$ cat src/rtl/tdm_mux_8to1_if.sv
// Stream bundle of the 8-to-1 TDM multiplexer: parallel channels and frame
// request in, slot-serial beats with ready/valid handshake out.
interface tdm_mux_8to1_if #(
  parameter int WIDTH = 1
);
  logic [8*WIDTH-1:0] din;
  logic               start;
  logic               out_ready;
  logic [WIDTH-1:0]   y;
  logic [2:0]         sel;
  logic               out_valid;
  logic               frame_start;
  logic               busy;
  logic               done;

  // master is the multiplexer itself, slave is the producer/consumer side
  modport master (
    input  din, start, out_ready,
    output y, sel, out_valid, frame_start, busy, done
  );

  modport slave (
    output din, start, out_ready,
    input  y, sel, out_valid, frame_start, busy, done
  );
endinterface

$ cat src/rtl/tdm_mux_8to1.sv
// Time-division 8-to-1 multiplexer: snapshots eight channels on a start
// request and streams them one slot per accepted beat, with slot index.
module tdm_mux_8to1 #(
  parameter int WIDTH = 1
) (
  input  logic                 clk,
  input  logic                 rst_n,
  tdm_mux_8to1_if.master       bus
);

  typedef enum logic {
    IDLE = 1'b0,
    SEND = 1'b1
  } state_t;

  state_t           state_reg;
  logic [WIDTH-1:0] din_ch   [8];
  logic [WIDTH-1:0] snap_reg [8];
  logic [WIDTH-1:0] y_reg;
  logic [2:0]       sel_reg;
  logic             out_valid_reg;
  logic             frame_start_reg;
  logic             busy_reg;
  logic             done_reg;

  logic [2:0]       sel_inc;
  logic             last_slot;

  generate
    for (genvar gi = 0; gi < 8; gi++) begin : g_ch
      assign din_ch[gi] = bus.din[gi*WIDTH +: WIDTH];
    end
  endgenerate

  assign sel_inc   = sel_reg + 3'd1;
  assign last_slot = (sel_reg == 3'd7);

  // y is always loaded with the value the next sel points at, so y tracks
  // snapshot[sel] without any combinational mux on the output.
  always_ff @(posedge clk or negedge rst_n) begin
    if (!rst_n) begin
      state_reg       <= IDLE;
      y_reg           <= '0;
      sel_reg         <= 3'd0;
      out_valid_reg   <= 1'b0;
      frame_start_reg <= 1'b0;
      busy_reg        <= 1'b0;
      done_reg        <= 1'b0;
      for (int i = 0; i < 8; i++) begin
        snap_reg[i] <= '0;
      end
    end else begin
      done_reg <= 1'b0;
      case (state_reg)
        IDLE: begin
          if (bus.start) begin
            for (int i = 0; i < 8; i++) begin
              snap_reg[i] <= din_ch[i];
            end
            y_reg           <= din_ch[0];
            sel_reg         <= 3'd0;
            out_valid_reg   <= 1'b1;
            frame_start_reg <= 1'b1;
            busy_reg        <= 1'b1;
            state_reg       <= SEND;
          end
        end

        SEND: begin
          if (out_valid_reg && bus.out_ready) begin
            if (!last_slot) begin
              sel_reg         <= sel_inc;
              y_reg           <= snap_reg[sel_inc];
              frame_start_reg <= 1'b0;
            end else if (bus.start) begin
              // back-to-back frame: recapture with no idle bubble
              for (int i = 0; i < 8; i++) begin
                snap_reg[i] <= din_ch[i];
              end
              y_reg           <= din_ch[0];
              sel_reg         <= 3'd0;
              frame_start_reg <= 1'b1;
            end else begin
              y_reg           <= snap_reg[0];
              sel_reg         <= 3'd0;
              out_valid_reg   <= 1'b0;
              frame_start_reg <= 1'b0;
              busy_reg        <= 1'b0;
              done_reg        <= 1'b1;
              state_reg       <= IDLE;
            end
          end
        end

        default: begin
          state_reg <= IDLE;
        end
      endcase
    end
  end

  assign bus.y           = y_reg;
  assign bus.sel         = sel_reg;
  assign bus.out_valid   = out_valid_reg;
  assign bus.frame_start = frame_start_reg;
  assign bus.busy        = busy_reg;
  assign bus.done        = done_reg;

endmodule

$ cat src/flat_wrapper.sv
// flat-port wrapper written by rule: the top's interface ports become plain ports
module tdm_mux_8to1_flat 
#(
  parameter int WIDTH = 1
)
  (clk, rst_n, bus_din, bus_start, bus_out_ready, bus_y, bus_sel, bus_out_valid, bus_frame_start, bus_busy, bus_done);
  tdm_mux_8to1_if #(.WIDTH(WIDTH)) bus_i ();
  input  logic clk;
  input  logic rst_n;
  input wire logic [$bits(bus_i.din)-1:0] bus_din;
  input wire logic [$bits(bus_i.start)-1:0] bus_start;
  input wire logic [$bits(bus_i.out_ready)-1:0] bus_out_ready;
  output wire logic [$bits(bus_i.y)-1:0] bus_y;
  output wire logic [$bits(bus_i.sel)-1:0] bus_sel;
  output wire logic [$bits(bus_i.out_valid)-1:0] bus_out_valid;
  output wire logic [$bits(bus_i.frame_start)-1:0] bus_frame_start;
  output wire logic [$bits(bus_i.busy)-1:0] bus_busy;
  output wire logic [$bits(bus_i.done)-1:0] bus_done;
  assign bus_i.din = bus_din;
  assign bus_i.start = bus_start;
  assign bus_i.out_ready = bus_out_ready;
  assign bus_y = bus_i.y;
  assign bus_sel = bus_i.sel;
  assign bus_out_valid = bus_i.out_valid;
  assign bus_frame_start = bus_i.frame_start;
  assign bus_busy = bus_i.busy;
  assign bus_done = bus_i.done;
  tdm_mux_8to1 #(.WIDTH(WIDTH)) u_core (.clk(clk), .rst_n(rst_n), .bus(bus_i));
endmodule
$ cat config.mk
export PLATFORM = sky130hd
export DESIGN_NAME = tdm_mux_8to1_flat
export DESIGN_NICKNAME = d
export VERILOG_FILES = /design/src/rtl/tdm_mux_8to1_if.sv /design/src/rtl/tdm_mux_8to1.sv /design/src/flat_wrapper.sv
export SDC_FILE = /design/constraint.sdc
export NUM_CORES = 1
export LEC_CHECK = 0
export CORE_MARGIN = 2
export CORE_UTILIZATION = 45
export DETAILED_ROUTE_END_ITERATION = 10
export PLACE_DENSITY = 0.73
export RECOVER_POWER = 50
export SYNTH_ARGS = -nofsm -noshare
export SYNTH_HDL_FRONTEND = slang
export SYNTH_SLANG_ARGS = --single-unit
export TNS_END_PERCENT = 10
$ cat constraint.sdc
create_clock -name clk -period 2.1 [get_ports clk]
set_input_delay 0.525 -clock clk [delete_from_list [all_inputs] [get_ports clk]]
set_output_delay 0.525 -clock clk [all_outputs]
set_load 0.01 [all_outputs]
# Yosys cells after proc, flatten, opt, wreduce, memory -nomap -nowiden
# Index checks and enable logic that the tools add are counted.
# word_totals
ff_bits	16
inputBits	12
out_inout_bits	8
# classes
add_sub_neg	1
magnitude_cmp	1
n_eq_ne	5
n_mux	32
bitwise_logic	2
reduce_logical	4
# op_table
operator	n
8-bit 2-to-1 mux	3
1-bit 2-to-1 mux	19
8-bit one-hot mux with 2 select lines	1
3-bit 2-to-1 mux	3
2-bit inequality test (second input constant)	4
1-bit one-hot mux with 2 select lines	4
3-bit one-hot mux with 2 select lines	1
4-bit greater-or-equal comparator (second input constant)	1
3-bit NOT with 4-bit output	1
2-bit AND reduction	2
4-bit AND reduction	1
3-bit by 1-bit adder with 3-bit output (second input constant)	1
1-bit binary-select mux with 3-bit select	1
3-bit equality test (second input constant)	1
1-bit logical AND	1
1-bit NOT	1

# Longest topological paths before layout
# depth
ltp_word	8
ltp_mapped	5

# Worst setup path after synthesis
# No wires, ideal clock.
# synth_timing
path_type	register -> register
from	register u_core.sel_reg[0], in the netlist u_core.bus.sel[0]
to	register u_core.snap_reg[0] in the netlist's numbering
t_arrival_ps	1591
required_ps	1975
path_slack_ps	384
stages_incl_launch_ff	6
path_buffers	0
path_cell_list	dfrtp_1 ha_1 ha_1 nand3_2 a21oi_4 mux2_2
# synth_via
elab_chain_len	3
# synth_lines
element	line	text
from (decl)	tdm_mux_8to1.sv:20	logic [2:0] sel_reg;
from (signal assigned)	tdm_mux_8to1.sv:72	sel_reg <= sel_inc;
3-bit equality test	tdm_mux_8to1.sv:36	assign last_slot = (sel_reg == 3'd7);
2-bit inequality test (no source line)	--	
2-bit AND reduction (no source line)	--	
to (signal, indexed assignment)	tdm_mux_8to1.sv:58	snap_reg[i] <= din_ch[i];
to (signal, indexed assignment)	tdm_mux_8to1.sv:78	snap_reg[i] <= din_ch[i];
to (decl)	tdm_mux_8to1.sv:18	logic [WIDTH-1:0] snap_reg [8];
# Every way passes these cells.
# A chain may end at the register's enable or synchronous reset.

# Worst setup path after layout
# Ends and elaborated chain as after synthesis.

==> run metrics <==
critical path fanouts, max=8; fin crit share=89.1%; largest net degree at the start of global routing=17; Synth top cells by count=16 x dfrtp_1, 8 x mux2_2, 7 x nand2_1; vias in the first global route=611; width of the die=46.8 um; register-to-register setup slack=0.23 ns; power share of the clock group=20.3%; startpoint types=flop; RSZ-0062 raised after global routing=no; final hold violations=0; Mapped Area=826 sq um; num rows=15; Synth Warn #=0; Seq/Total Area, Yosys=48.5%; largest family of logic cells by synthesized area=multiplexers; die height=46.8 um; EDFF count, synth=0; Worst Path Required=2.27 ns; Reg-to-Reg End=u_core.snap_reg[0]; Comb power frac=30.7%; first-pass iteration count of the detailed router=4; skew final=0.00337 ns; critical path class=reg -> reg; worst hold-check path type=reg -> reg; slew at the pin closest to its max-slew limit=0.862 ns; share of cells above drive strength 1=20.0%; asr flop ratio synth=100%; pins over their slew limit=0; htree depth=1; cts repair resizes=0; critical path arrival=2.04 ns; TritonCTS clock tree=yes; dominant cell type by area after synthesis=dfrtp_1; adder-cell share of the synthesized area=4.55%; most common cell in the netlist=dfrtp_1; switch share=28.4%; post-DR vias/cell=5.45; Yosys cell types=24; Area Growth Syn to Fin=29.2%; Post-Synth XOR/XNOR Area=0%; endpoints failing setup=0; All-Layer GR Usage=17.2%; max FFs per register=8; Main synth FF type=dfrtp_1; Post-Route WL=1560 um; drt first-iter violations=5; sequential power share=49.0%; Cells after Synth=67; area share of the largest cell type after synthesis=48.5%; reg2reg path depth=5; minimum clock period=1.87 ns; Avg Cell Area, Syn=12.3 sq um; Clock Sinks=16; WHS Path Cells=1; Core Box Area=1730 sq um; Synthesized Nets=82; post-DP HPWL=1240 um; compound-gate portion of the synthesized area=10.6%; die footprint=2190 sq um; worst rel slew slack=42.5%; first-pass GRT wire length=2620 um; post-CTS setup buffer count=0; setup TNS=0 ns; I/O pins=20; # diodes=0; share of the core filled with cells=61.8%; Cell Int Power=0.562 mW; Max IR drop VDD=495 uV; GRT overflow=0; Initial Utilization=47.8%; met3 GRT Util=3.85%; reg2reg start=u_core.bus.sel[0]; maximum clock path buffer count=2; hold endpoint=u_core.snap_reg[4]; hold wc startpoint=u_core.snap_reg[4]; DRC viols=0; Synth area leaders=dfrtp_1 48%, mux2_2 11%, mux4_2 5.5%; initial antenna violation count=0; CP endpoint kind=flop; status=finished clean; post-synthesis register bit count=16; number of hold buffers added after cts=0; CTS buffer count=3; Leakage=0.473 nW; Final #Nets=107; mux share of post-synthesis cell area=23.0%; Root Buffer=clkbuf_4; GRT met2 Usage=29.9%; Max Fclk=0.535 GHz; Clock Latency Late Sink=0.28 ns; via count=627; Net Sw Power=0.223 mW; Post-Synth Simple-Gate Area=10.2%; RD Place Congestion=0.792; gr busiest metal=met2; Clk pin slew, worst setup/hold paths=0.09 ns; pwr dens=735 nW/um^2; wire per inst=13.5 um; GR met1 Demand/Resource=20.3%; port bufs=19; Max-Cap Viols=0; remaining antenna violation count=0
==> power by group through the flow <==
stage	Combinational [mW]	Sequential [mW]	Clock, mW
after floorplan	0.140	0.390	0
after global placement	0.237	0.388	0
after detailed placement	0.248	0.390	0
after CTS	0.247	0.384	0.162
after global routing	0.269	0.389	0.181
final	0.241	0.384	0.159
==> worst max-delay path, cell delays in order (launching register included) <==
cell	delay [ns]
dfrtp_1	0.46
ha_1	0.21
ha_1	0.29
nand3_2	0.12
a21oi_4	0.30
mux2_2	0.38
==> worst max-delay path by stage <==
stage | startpoint | endpoint | slack, ns | depth (start not counted)
after CTS | u_core.bus.out_valid | bus_out_valid | 0.21 | 1
after floorplan | u_core.bus.sel[0] | u_core.snap_reg[0] | 0.38 | 5
final | u_core.bus.sel[0] | u_core.snap_reg[0] | 0.23 | 5
after detailed placement | bus_out_ready | u_core.snap_reg[0] | 0.16 | 4
after global routing | u_core.bus.sel[0] | u_core.snap_reg[0] | 0.12 | 5
after global placement | bus_out_ready | u_core.snap_reg[4] | 0.18 | 4
==> cell families after synthesis <==
family          after synthesis
buf+inv                       4
mux                          15
compound gates               12
flops                        16
fa+ha+maj                     3
simple gates                 17
==> cell type report <==
cell class | count | area [sq um]
Fill cell | 161 | 659
Sequential cell | 16 | 400
Multi-Input combinational cell | 47 | 397
Timing Repair Buffer | 22 | 209
Tap cell | 25 | 31.3
Clock buffer | 3 | 22.5
Inverter | 2 | 7.51
==> metrics by stage <==
stage	total power, mW	setup WS [ns]	area [sq um]	instances	hold slack [ns]
finish	0.784	0.229	1070	115	0.515
global route	0.839	0.120	1070	115	0.538
CTS	0.792	0.211	1070	115	0.519
detailed placement	0.638	0.165	1050	112	0.500
global placement	0.625	0.179	1050	112	0.485
floorplan	0.530	0.384	826	67	0.229
==> metal layers <==
| layer | vias up | routed length [um] |
|---|---|---|
| met5 | - | 0 |
| met4 | 0 | 27 |
| met3 | 5 | 68 |
| met2 | 16 | 813 |
| met1 | 312 | 647 |
| li1 | 294 | - |
==> cells in the final DEF, fill, tap and decap left out <==
cell type,Yosys,layout
clkbuf_1,0,1
o21ai_0,4,4
nand2_1,7,8
dlygate4sd3_1,0,2
dfrtp_1,16,16
a211o_1,1,1
nand3_1,1,1
and2_1,1,1
a21oi_1,2,2
clkdlybuf4s50_1,0,17
mux4_2,2,2
nor3_1,1,1
mux2_2,8,8
nand3_2,1,1
mux2i_1,4,4
a21oi_4,1,1
nor2_1,4,4
a22oi_1,2,2
inv_1,2,2
and4b_1,1,1
buf_4,1,2
a221oi_1,1,1
clkbuf_4,0,3
mux2_4,1,1
o221ai_1,1,1
ha_1,3,3
Note: power is estimated with default switching activity, not from simulation.
